--- config.mk ---
export PLATFORM = sky130hd
export DESIGN_NAME = load_store_unit
export DESIGN_NICKNAME = d
export VERILOG_FILES = /design/src/rtl/load_store_unit.sv
export SDC_FILE = /design/constraint.sdc
export NUM_CORES = 1
export LEC_CHECK = 0
export CORE_ASPECT_RATIO = 1.2
export CORE_UTILIZATION = 35
export CTS_CLUSTER_DIAMETER = 60
export CTS_CLUSTER_SIZE = 12
export DETAILED_ROUTE_END_ITERATION = 7
export GPL_TIMING_DRIVEN = 0
export PLACE_DENSITY = 0.67
export SYNTH_ARGS = -nofsm -noshare
export SYNTH_HDL_FRONTEND = slang
export SYNTH_SLANG_ARGS = --single-unit
export TNS_END_PERCENT = 10
--- constraint.sdc ---
create_clock -name clk -period 2.1 [get_ports clk]
set_input_delay 0.525 -clock clk [delete_from_list [all_inputs] [get_ports clk]]
set_output_delay 0.525 -clock clk [all_outputs]
set_load 0.02 [all_outputs]
--- src/rtl/load_store_unit.sv ---
// ---------------------------------------------------------------------------
// load_store_unit
//
// Data-memory access stage of the single-issue RISC-V core. A memory
// instruction from the decoder/ALU is captured, issued as a single
// transaction on a valid/ready data bus, and the core is stalled until it
// completes. Loads return a lane-aligned, sign- or zero-extended value.
//
// Ports:
//   clk, rst                 core clock, synchronous active-high reset
//   req_valid                memory instruction present this cycle
//   memRW                    1 = store, 0 = load
//   loadsize                 load funct3 (lb/lh/lw/lbu/lhu, others act as lw)
//   storesize                sb/sh/sw (3 acts as sw)
//   addr, wdata              ALU byte address, rs2 store data
//   stall                    hold PC and pipeline inputs
//   rdata, rdata_valid       extended load result and writeback strobe
//   bus_err                  access aborted after TIMEOUT_CYCLES
//   bus_valid, bus_we        request valid / request is write
//   bus_addr, bus_be         word address and byte enables
//   bus_wdata                lane-replicated store data
//   bus_ready                request accepted
//   bus_rdata, bus_rvalid    read word and its valid
//   misalign                 (LSU_MISALIGN_TRAP_EN only) misaligned access
//
// Build option:
//   LSU_MISALIGN_TRAP_EN  when defined, a misaligned halfword/word issues no
//                         bus transaction and reports misalign in DONE.
//                         When undefined, low address bits are ignored.
// ---------------------------------------------------------------------------
module load_store_unit #(
    parameter int TIMEOUT_CYCLES = 255,
    parameter int TO_W           = 8
) (
    input  logic        clk,
    input  logic        rst,
    input  logic        req_valid,
    input  logic        memRW,
    input  logic [2:0]  loadsize,
    input  logic [1:0]  storesize,
    input  logic [31:0] addr,
    input  logic [31:0] wdata,
    output logic        stall,
    output logic [31:0] rdata,
    output logic        rdata_valid,
    output logic        bus_err,
    output logic        bus_valid,
    output logic        bus_we,
    output logic [31:0] bus_addr,
    output logic [3:0]  bus_be,
    output logic [31:0] bus_wdata,
    input  logic        bus_ready,
    input  logic [31:0] bus_rdata,
    input  logic        bus_rvalid
`ifdef LSU_MISALIGN_TRAP_EN
    ,
    output logic        misalign
`endif
);

    typedef enum logic [1:0] {
        S_IDLE,
        S_REQ,
        S_WAIT,
        S_DONE
    } state_t;

    state_t            state;
    state_t            next_state;

    logic              cap_we;
    logic [2:0]        cap_loadsize;
    logic [1:0]        cap_lane;
    logic [31:0]       bus_addr_q;
    logic [3:0]        bus_be_q;
    logic [31:0]       bus_wdata_q;
    logic [TO_W-1:0]   to_cnt;
    logic [31:0]       rdata_q;
    logic              err_q;
    logic              mis_q;

    logic              capture_data;
    logic              abort;
    logic              trap;
    logic              timed_out;

    // Byte enables for the captured request; loads always read the whole word.
    function automatic logic [3:0] format_be(input logic we, input logic [1:0] ss,
                                             input logic [1:0] lane);
        logic [3:0] be;
        be = 4'b1111;
        if (we) begin
            case (ss)
                2'd0:    be = 4'b0001 << lane;
                2'd1:    be = lane[1] ? 4'b1100 : 4'b0011;
                default: be = 4'b1111;
            endcase
        end
        return be;
    endfunction

    // Store data is replicated across lanes so the enabled lane always
    // carries the right bytes regardless of address.
    function automatic logic [31:0] format_wdata(input logic we, input logic [1:0] ss,
                                                 input logic [31:0] d);
        logic [31:0] w;
        w = 32'd0;
        if (we) begin
            case (ss)
                2'd0:    w = {4{d[7:0]}};
                2'd1:    w = {2{d[15:0]}};
                default: w = d;
            endcase
        end
        return w;
    endfunction

    // Pick the addressed byte/half from the read word and extend it.
    function automatic logic [31:0] extract_load(input logic [2:0] ls, input logic [1:0] lane,
                                                 input logic [31:0] w);
        logic [7:0]  b;
        logic [15:0] h;
        logic [31:0] r;
        case (lane)
            2'd0:    b = w[7:0];
            2'd1:    b = w[15:8];
            2'd2:    b = w[23:16];
            default: b = w[31:24];
        endcase
        h = lane[1] ? w[31:16] : w[15:0];
        case (ls)
            3'd0:    r = {{24{b[7]}}, b};
            3'd4:    r = {24'd0, b};
            3'd1:    r = {{16{h[15]}}, h};
            3'd5:    r = {16'd0, h};
            default: r = w;
        endcase
        return r;
    endfunction

`ifdef LSU_MISALIGN_TRAP_EN
    function automatic logic is_misaligned(input logic we, input logic [2:0] ls,
                                           input logic [1:0] ss, input logic [1:0] lane);
        logic half;
        logic word;
        if (we) begin
            half = (ss == 2'd1);
            word = (ss[1] == 1'b1);
        end else begin
            half = (ls == 3'd1) || (ls == 3'd5);
            word = !(half || (ls == 3'd0) || (ls == 3'd4));
        end
        return (half && lane[0]) || (word && (lane != 2'd0));
    endfunction
`endif

    // The counter counts cycles already spent in REQ/WAIT, so this cycle is
    // the last one allowed before the access is abandoned.
    assign timed_out = (to_cnt == TO_W'(TIMEOUT_CYCLES - 1));

    // Next-state logic. Completion wins over timeout in the final allowed
    // cycle, and timeout wins over the REQ->WAIT move.
    always_comb begin
        next_state   = state;
        capture_data = 1'b0;
        abort        = 1'b0;
        trap         = 1'b0;
        case (state)
            S_IDLE: begin
                if (req_valid) begin
`ifdef LSU_MISALIGN_TRAP_EN
                    if (is_misaligned(memRW, loadsize, storesize, addr[1:0])) begin
                        next_state = S_DONE;
                        trap       = 1'b1;
                    end else begin
                        next_state = S_REQ;
                    end
`else
                    next_state = S_REQ;
`endif
                end
            end
            S_REQ: begin
                if (bus_ready && (cap_we || bus_rvalid)) begin
                    next_state   = S_DONE;
                    capture_data = !cap_we;
                end else if (timed_out) begin
                    next_state = S_DONE;
                    abort      = 1'b1;
                end else if (bus_ready) begin
                    next_state = S_WAIT;
                end
            end
            S_WAIT: begin
                if (bus_rvalid) begin
                    next_state   = S_DONE;
                    capture_data = 1'b1;
                end else if (timed_out) begin
                    next_state = S_DONE;
                    abort      = 1'b1;
                end
            end
            default: begin
                next_state = S_IDLE;
            end
        endcase
    end

    // State, captured request, timeout counter and load result.
    // err_q/mis_q are set only on the edge into DONE, so they are high for
    // exactly the DONE cycle.
    always_ff @(posedge clk) begin
        if (rst) begin
            state        <= S_IDLE;
            cap_we       <= 1'b0;
            cap_loadsize <= 3'd0;
            cap_lane     <= 2'd0;
            bus_addr_q   <= 32'd0;
            bus_be_q     <= 4'd0;
            bus_wdata_q  <= 32'd0;
            to_cnt       <= '0;
            rdata_q      <= 32'd0;
            err_q        <= 1'b0;
            mis_q        <= 1'b0;
        end else begin
            state <= next_state;
            err_q <= abort;
            mis_q <= trap;
            if (state == S_IDLE) begin
                to_cnt <= '0;
                if (req_valid) begin
                    cap_we       <= memRW;
                    cap_loadsize <= loadsize;
                    cap_lane     <= addr[1:0];
                    bus_addr_q   <= {addr[31:2], 2'b00};
                    bus_be_q     <= format_be(memRW, storesize, addr[1:0]);
                    bus_wdata_q  <= format_wdata(memRW, storesize, wdata);
                end
            end else if ((state == S_REQ) || (state == S_WAIT)) begin
                to_cnt <= to_cnt + TO_W'(1);
            end
            if (capture_data) begin
                rdata_q <= extract_load(cap_loadsize, cap_lane, bus_rdata);
            end else if (abort || trap) begin
                rdata_q <= 32'd0;
            end
        end
    end

    // In IDLE the stall follows req_valid directly so the core freezes its
    // operands in the same cycle the request is captured.
    always_comb begin
        stall       = 1'b0;
        case (state)
            S_IDLE:         stall = req_valid;
            S_REQ, S_WAIT:  stall = 1'b1;
            default:        stall = 1'b0;
        endcase
        bus_valid   = (state == S_REQ);
        bus_we      = (state == S_REQ) && cap_we;
        rdata_valid = (state == S_DONE) && !cap_we && !err_q && !mis_q;
    end

    assign rdata     = rdata_q;
    assign bus_err   = err_q;
    assign bus_addr  = bus_addr_q;
    assign bus_be    = bus_be_q;
    assign bus_wdata = bus_wdata_q;
`ifdef LSU_MISALIGN_TRAP_EN
    assign misalign  = mis_q;
`endif

endmodule

# Yosys cells after proc, flatten, opt, wreduce, memory -nomap -nowiden

Cells that the tools add are included.

Output and inout bits: 105
Logic and storage cells: 67
Register bits after elaboration: 115

Add/sub/neg operators: 1
Mux-type cells: 25
Shifts and indexed selects: 1
Equal/unequal tests: 13
Reductions and logical operators: 17

Operator list:

| kind                                            | count |
|---|---|
| one-hot mux 32 bit (4 select lines)             | 1 |
| 2-to-1 mux 32 bit                               | 3 |
| one-hot mux 32 bit (2 select lines)             | 1 |
| one-hot mux 8 bit (3 select lines)              | 1 |
| 2-to-1 mux 16 bit                               | 1 |
| 2-to-1 mux 2 bit                                | 6 |
| adder 8 x 1 -> 8 bit, second input constant     | 1 |
| == test 8 bit, second input constant            | 1 |
| 2-to-1 mux 4 bit                                | 2 |
| one-hot mux 4 bit (2 select lines)              | 1 |
| == test 2 x 1 -> 1 bit, second input constant   | 3 |
| == test 2 bit, second input constant            | 3 |
| == test 3 bit, second input constant            | 2 |
| logical NOT 2 bit                               | 3 |
| one-hot mux 1 bit (2 select lines)              | 3 |
| one-hot mux 2 bit (3 select lines)              | 1 |
| 2-to-1 mux 1 bit                                | 5 |
| logical AND 1 bit                               | 4 |
| != test 4 x 1 -> 1 bit, second input constant   | 1 |
| OR reduction 2 bit                              | 2 |
| << shifter 1 x 2 -> 4 bit, first input constant | 1 |
| == test 3 x 1 -> 1 bit, second input constant   | 1 |
| logical NOT 3 bit                               | 1 |
| != test 3 bit, second input constant            | 1 |
| other kinds (6)                                 | 8 |

# Logic depth before layout (Yosys ltp)

Gate-level depths: netlist (run 1).

Word-level depth: 6
Mapped depth: 8

# Least setup slack after synthesis (run 1)

No wires, ideal clock.

Kind: register to output
Start point: register state[0]
End point: output port stall
Path buffers: 1
Stages on the path, launching flop included: 7
Slack: 0.176 ns
Data required time: 1.575 ns
Data arrival time: 1.399 ns
Cell sequence: dfxtp_1 > inv_1 > ha_1 > and2_1 > clkbuf_1 > nor2_1 > nor2_1

Cells in the longest elaborated chain, start to end: 3
Elaborated cells on any way between the ends: 5
Classes of those cells: eq/ne: 2; mux: 1; reduce/logical: 2

RTL lines:

| what                                                           | RTL line | RTL |
|---|---|---|
| start: declaration                                             | 68       | `state_t state;` |
| start signal: assignment                                       | 226      | `state <= next_state;` |
| == test 2 x 1 -> 1 bit / == test 2 bit (equally long branches) | 254      | `case (state)` |
| OR reduction 2 bit                                             | 254      |  |
| one-hot mux 1 bit (2 select lines) *                           | 254      |  |
| end: declaration                                               | 43       | `output logic stall,` |

Every way passes the cells marked *; elsewhere a longest branch is shown, timed or not.

# Worst setup path after layout (run 1)

Start point: register state[1]
End point: output port bus_we

Cells in the longest elaborated chain, start to end: 2

RTL lines:

| what                   | RTL line | RTL |
|---|---|---|
| == test 2 x 1 -> 1 bit | 260      | `bus_we = (state == S_REQ) && cap_we;` |
| logical AND 1 bit      | 260      |  |
| end: declaration       | 48       | `output logic bus_we,` |

Every way passes these cells.

==> impl_metrics.ini, run 1 <==
[status]
status = completed

[critical_path]
critical_path.slowest_cell = dfxtp_4
required_ps = 1570
endpoint_kind = output port
crit_chain = inv_2 -> ha_1 -> and2_1 -> clkdlybuf4s15_2
crit_type = flip-flop to output port
crit_fanout = 6
start_kind = flip-flop
slowest_delay_ps = 370
arrival_ps = 1500

[synthesis]
synth_top_cell_by_area = dfxtp_1
yosysUniqueCellTypes = 58
seq_area_frac_synth = 0.4366
synth-main-ff-cell = dfxtp_1
synth_most_common_cell = dfxtp_1
synthCells = 609
syn_area_um2 = 5273
ys_seq_elements = 115
synth_area_per_cell_um2 = 8.658
synth_edf_count = 0
yosysWarningCount = 0
synth_area_leaders = dfxtp_1 (44%), nand2_1 (7.7%), nor2_1 (5.0%)
synth_common_cells = dfxtp_1 (115), nand2_1 (108), nor2_1 (70)
yosysTopAreaCellShare = 0.4366
async_reset_ff_frac = 0

[clock_network]
clock-root-buffer = clkbuf_16
cts_made_buffers = 17
cts.sinks = 115
hold_buffers = 0
clkLatencyLatePin_ps = 420
path_clk_slew_ps = 60
h-tree-depth = 4
cts_tree = built
clk_path_buf_depth = 2

[sta]
maxSlewHeadroom = 0.6393
maxSlewViolCount = 0
hold_viol = 0
fmax_mhz = 494.2
skew_ps = 19.46
post-route-min-period_ps = 2024
fin_crit_sh = 0.9636
setup_ws_ps = 76.42
rsz0062_at_grt = true
setup_viol = 0
worst_pin_slew_ps = 539.9
fin_setup_tns_ps = 0
hold_ws_ps = 450.9

[floorplan]
pin_count = 212
die_h_um = 136.5
die_w_um = 114.0
rows = 48
coreArea_um2 = 14530
dieArea_um2 = 15560
start_util = 0.3628

[place]
dpl_cell_area_um2 = 7599
portBuffers = 207
gp_congestion = 0.8697
dp_hpwl_um = 13360
pre_cts_slack_ps = -923.7
dp.cells = 1017

[layout]
design_area_um2 = 8293
drive_above_1_share = 0.1240
final_nets = 949
post-route-util = 0.5706
syn2layout_area_growth_pct = 57.29
instances_no_fill = 1048

[routing]
drtIter0Drc = 230
drt_wl_total_um = 17460
wl_met1_um = 6950
drt_pass1_iterations = 4
drt-vias-per-instance = 5.103
wl_per_cell_um = 16.66
routed-wl-met3_um = 1583
met2WireLength_um = 8600
vias = 5348
antenna_left = 0
topRoutingLayerUsed = met4
drc = 0

[power_and_ir_drop]
total_power_mw = 9.058
p_per_area_nw_per_um2 = 1092
ir_worst_vdd_v = 0.0005742
p_leak_nw = 3.065

[global_route]
first_global_vias = 5433
grt_max_degree = 17
grt_pass1_wl_um = 27420
grt_util_all_layers = 0.2292
overflow = 0
antenna_found_initial = 1

[job]
maxCapViolations = 0

[min_path]
hold_path.class = input pin to flip-flop
-- final timing paths --
kind                            depth (start not counted)                 startpoint                         to  slack (ps)
worst max-delay path                                    4      state[1]$_SDFFE_PP0P_                     bus_we          80
worst min-delay path                                    3                      memRW  bus_wdata[6]$_SDFFE_PP0P_         450
worst max register to register                          8      state[1]$_SDFFE_PP0P_     rdata[18]$_SDFFE_PP0P_         250
worst min register to register                          2  bus_addr[11]$_SDFFE_PP0P_  bus_addr[11]$_SDFFE_PP0P_         450
-- cells by family (layout without fill, tap and decap cells) --
family,Yosys count,in the layout,share of synthesized area
AOI/OAI and AO/OA,156,156,0.2174
buffers and inverters,54,291,0.05292
muxes,34,34,0.07095
other,1,3,0.0007112
and+or+nand+nor,236,236,0.1948
xor gates and xnor gates,6,6,0.009969
adders and majority gates,7,7,0.01661
DFF,115,115,0.4366
-- power by group --
part	switching (mW)	internal, mW	total (mW)
clock	1.02	2.31	3.33
combinational	1.66	1.34	3.01
sequential	0.211	2.50	2.71
-- state kept, by name (all words and copies together) (netlist names), 2 cells and up --
name and count:
rdata 32, cap_lane 2, to_cnt 8, bus_addr 30, state 2, cap_loadsize 3, bus_wdata 32, bus_be 4
-- area by class of cell --
cell class,instances,area [um^2]
antenna,1,2.502
buffer,47,252.7
clock buffer,22,474.2
clock inverter,9,200.2
fill,1347,6241
inverter,5,18.77
multi-input combinational,441,2710
sequential,115,2310
tap,200,250.2
timing repair buffer,208,2074
-- timing repair --
item	in CTS	in global routing
setup endpoints to repair	11	10
buffers inserted	0	1
pin swaps	0	1
resized for setup	23	3
-- placed cells by master (no fill, tap or decap), types with 8 or more instances in the layout --
cell type,netlist,routed
clkbuf_16,0,17
o2bb2ai_1,17,17
nand2_1,108,108
mux2i_1,10,10
a22oi_1,24,24
nor2_1,70,70
dfxtp_1,115,113
nand3_1,17,17
clkdlybuf4s50_1,0,202
nor3_1,8,8
o21ai_0,21,21
mux2_2,23,23
buf_2,13,12
a21oi_1,47,47
clkbuf_1,22,22
-- layer usage --
layer	vias up	global-route usage
li1	2578	-
met1	2526	0.2445
met2	223	0.4020
met3	21	0.09675
met4	0	0.08297
met5	-	0
-- critical path: cells and delay by family (launching register included) --
family / cells / cell delay [ps]
adders and majority gates: 1 / 240
buffers and inverters: 2 / 310
DFF: 1 / 370
and+or+nand+nor: 1 / 180
Note: power is estimated with default switching activity, not from simulation.
==> run 2, diff against run 1 <==
Settings changed: CORE_UTILIZATION 35 to 44, GPL_ROUTABILITY_DRIVEN set to 0, PLACE_DENSITY 0.67 to 0.81.
==> run 2 against run 1 <==
- first-iteration DRC count shrank 20%
- sequential share of layout area grew 0.31 points
- total power shrank 3.2%
- critical endpoint is now stall
- largest cell class unchanged
==> impl_metrics.ini, run 2 (synthesis results as in run 1) <==
[status]
status = completed

[clock_network]
clkLatencyLatePin_ps = 410
cts_made_buffers = 17
cts.sinks = 115
cts_tree = built
path_clk_slew_ps = 50
clock-root-buffer = clkbuf_16
h-tree-depth = 4
clk_path_buf_depth = 2
hold_buffers = 0

[layout]
diodes = 0
layout_common_cells = clkdlybuf4s50_1 (202), dfxtp_1 (113), nand2_1 (108)
syn2layout_area_growth_pct = 55.55
instances_no_fill = 1007
layout_commonest_cell = clkdlybuf4s50_1
drive_above_1_share = 0.1271
final_nets = 951

[power_and_ir_drop]
p_sw_mw = 2.940
p_leak_nw = 3.060
p_int_mw = 5.828
p_seq_frac = 0.311
p_per_area_nw_per_um2 = 1069
combPwrFrac = 0.356
switching_share = 0.3353
ir_worst_vdd_v = 0.0006242
pwr-share-clk = 0.334

[critical_path]
crit_type = flip-flop to output port
r2r_cells = 8
arrival_ps = 1540
crit_fanout = 6
r2r_start = state[0]$_SDFFE_PP0P_
start_kind = flip-flop
ff2ff_setup_slack_ps = 100
required_ps = 1570
endpoint_kind = output port
r2r_end = bus_wdata[4]$_SDFFE_PP0P_

[global_route]
antenna_found_initial = 0
grt_pass1_wl_um = 26580
first_global_vias = 5366
overflow = 0
grt_util_all_layers = 0.2821
grt_max_degree = 17

[sta]
post-route-min-period_ps = 2067
maxSlewHeadroom = 0.6079
rsz0062_at_grt = true
hold_viol = 0
maxSlewViolCount = 0
setup_viol = 0
fmax_mhz = 483.7
setup_ws_ps = 32.74
skew_ps = 7.835
fin_crit_sh = 0.9844
worst_pin_slew_ps = 586.8

[min_path]
hold_end = bus_addr[30]$_SDFFE_PP0P_
hold_depth = 2
min_from = bus_addr[30]$_SDFFE_PP0P_
hold_path.class = flip-flop to flip-flop

[routing]
drt-vias-per-instance = 5.423
antenna_left = 0
drc = 0
drt_pass1_iterations = 5
wl_per_cell_um = 17.15
drt_wl_total_um = 17270
drtIter0Drc = 185
vias = 5461

[floorplan]
coreArea_um2 = 11620
die_h_um = 121.9
rows = 43
die_w_um = 101.9
dieArea_um2 = 12430
start_util = 0.4537
pin_count = 212

[place]
dp.cells = 974
portBuffers = 207
pre_cts_slack_ps = -855.8
dp_hpwl_um = 12940

[job]
maxCapViolations = 0
run 2: timing repair:
item | 4_1_cts | 5_1_grt
setup endpoints to repair | 12 | 8
gates resized for setup | 16 | 16
pin swaps | 0 | 2
setup buffers | 0 | 2
run 2: worst max-delay path by stage:
stage	start	endpoint	depth (start not counted)
2_1_floorplan	state[0]$_SDFFE_PP0P_	stall	6
3_3_place_gp	req_valid	stall	6
3_5_place_dp	req_valid	stall	6
4_1_cts	state[0]$_SDFFE_PP0P_	stall	7
5_1_grt	state[1]$_SDFFE_PP0P_	stall	7
6_report	state[1]$_SDFFE_PP0P_	stall	7
run 2: critical path: stages, from the launching register on:
cell and delay (ps):
dfxtp_4 360, inv_4 60, ha_4 170, and2_4 170, buf_8 100, nor2_4 30
nor2_2 110, buf_6 130
run 2: layout make-up:
| type | count | area (um^2) |
|---|---|---|
| Tap cell | 157 | 196.4 |
| Buffer | 48 | 267.8 |
| Clock buffer | 22 | 464.2 |
| Inverter | 5 | 23.77 |
| Multi-Input combinational cell | 441 | 2720 |
| Fill cell | 893 | 3420 |
| Clock inverter | 10 | 131.4 |
| Sequential cell | 115 | 2310 |
| Timing Repair Buffer | 209 | 2088 |
run 2: metrics by stage:
stage               hold slack, ps  total power [mW]  utilization  area [um^2]  setup TNS (ps)
finish                       457.3             8.769       0.7057         8202               0
global route                 465.0             9.157       0.7057         8202          -39.89
CTS                          444.5             8.658       0.7017         8154          -250.4
detailed placement           446.3             5.696       0.6492         7545          -14440
global placement             438.6             5.618       0.6492         7545          -11570
floorplan                    467.0             4.466            -         5276               0
run 2: power groups by stage:
stage	combinational (mW)	clock (mW)	sequential, mW
final	3.12	2.92	2.72
after global routing	3.36	3.04	2.76
after CTS	3.00	2.95	2.71
after detailed placement	2.95	0	2.74
after global placement	2.90	0	2.72
after floorplan	1.45	0	3.02
run 2: per-layer routing:
| metal | share of wire | GRT usage | wire [um] |
|---|---|---|---|
| met2 | 0.51 | 0.4970 | 8784 |
| met5 | 0 | 0 | 0 |
| met4 | 0.027 | 0.1196 | 471 |
| met3 | 0.093 | 0.1199 | 1611 |
| met1 | 0.37 | 0.2899 | 6399 |
==> run 3, diff against run 2 <==
Settings changed: CTS_CLUSTER_SIZE 12 to not set.
==> results of run 3 <==
The final DEF is identical to that of run 2; final timing and power are the same.
==> patch, RTL diff (flow settings as in run 1) <==
Set the parameter `TO_W` to 12 (it was 8).
--- a/src/rtl/load_store_unit.sv
+++ b/src/rtl/load_store_unit.sv
@@ -31,5 +31,5 @@
 module load_store_unit #(
     parameter int TIMEOUT_CYCLES = 255,
-    parameter int TO_W           = 8
+    parameter int TO_W           = 12
 ) (
     input  logic        clk,
Function: same outputs for any inputs over 4 cycles, from zero or initial values and one cycle with rst high; that may be too few to reach the edited logic, so the function may still have changed.
==> patch against run 1 <==
The flow now finishes with violations (negative setup slack). Die area rose by 5.5%. Core utilization fell by 2.1 points. Sequential cell count rose by 4. Largest cell class unchanged. Clock skew fell by 0.012 ns. Design area rose by 3.2%. Setup slack got worse by 0.14 ns. Synthesized area rose by 5.6%. Power fell by 4.7%. Synthesized cell count rose by 7.7%. Wire length rose by 5.5%. Global-route usage rose by 0.16 points. Count of clock-buffer cells in the layout fell by 2. Critical path depth rose by 3.
==> patch: results (changes against run 1) <==
Outcome
The flow ran to the end, but the final reports show violations. The checks that failed: negative setup slack.

Timing
The worst setup margin came to -0.0676 ns (-0.144 ns). The clock skew after layout is 0.00766 ns (-0.0118 ns). The headroom to the max-slew limit is 0.553 (-0.0862).

The final sum of negative setup slack was -0.0676 ns (-0.0676 ns). The number of setup violations in the final report is 1 (+1).

Setup path
The count of cells along the worst register-to-register path was 7 (-1). The setup slack on the worst flop-to-flop path is 0.15 ns (-0.10 ns). The worst register-to-register path ends at rdata[22]$_SDFFE_PP0P_.

The data arrival time at the worst-slack endpoint was 1.64 ns (+0.14 ns). Tracing the worst setup path back leads to its startpoint at state[0]$_SDFFE_PP0P_. The critical path ends at stall.

Synth
The unique cell type count in the Yosys netlist came to 50 (-14%). The per-instance average area after synthesis is 8.49 um2 (-1.9%). Ranked by total cell area, the synthesized netlist is headed by sky130_fd_sc_hd__dfxtp_1 43%, sky130_fd_sc_hd__nand2_1 6.3%, sky130_fd_sc_hd__a21oi_1 6.0%. The adder and majority gate portion of the synthesized area is 0.0157 (-0.000884).

The sequential element share of the synthesized area is 0.428 (-0.00887). The post-synthesis compound-gate area fraction is 0.197 (-0.0206).

Global route
The global-route wire length before repair came to 28600 um (+4.5%). The global routing usage summed across all routing layers is 0.231 (+0.00162). The fraction of met3 tracks used by global routing is 0.0796 (-0.0171).

Layout
The clock network contribution to total cell area came to 0.0709 (-0.0104). The total of fill cells in the finished design is 1424 (+5.7%). The ratio of cells with drive above 1 in the final layout is 0.124 (about the same). The number of flip-flops and latches is 119 (+3.5%).

Route
The total length of routed met3 wires came to 1460 um (-7.6%). The post-detailed-route wirelength per cell is 16.7 um (+0.14%). The sum of met2 wire segment lengths after detailed routing was 8960 um (+4.2%). The count of TritonRoute iterations in the first routing pass is 5 (+1).

Clock network
The number of gates resized after cts is 27 (+17%).

Placement
The number of port buffers is 206 (-0.48%).

Worst hold path
The class of the most critical hold timing path is reg -> reg. The worst hold endpoint is bus_wdata[3]$_SDFFE_PP0P_.
==> patch: changes by cell type after synthesis, moves of 8 or more <==
cell and delta:
sky130_fd_sc_hd__o2bb2ai_1 -17, sky130_fd_sc_hd__o32ai_1 +8, sky130_fd_sc_hd__o22ai_2 +10, sky130_fd_sc_hd__mux4_2 +8, sky130_fd_sc_hd__a21oi_1 +20, sky130_fd_sc_hd__clkbuf_1 +12, sky130_fd_sc_hd__o22ai_1 +13, sky130_fd_sc_hd__nand3_1 +26
sky130_fd_sc_hd__nand2_1 -14
==> patch: power by group <==
part	leakage [nW]	internal, mW	switching (mW)
Sequential	0.969	2.55	0.174
Combinational	1.89	1.27	1.64
Clock	0.292	1.92	1.07
==> patch: metrics by stage <==
stage / power [mW] / area [um2]
floorplan: 4.39 / 5570
global placement: 5.58 / 7900
detailed placement: 5.60 / 7900
CTS: 8.70 / 8540
global route: 9.08 / 8560
finish: 8.63 / 8560
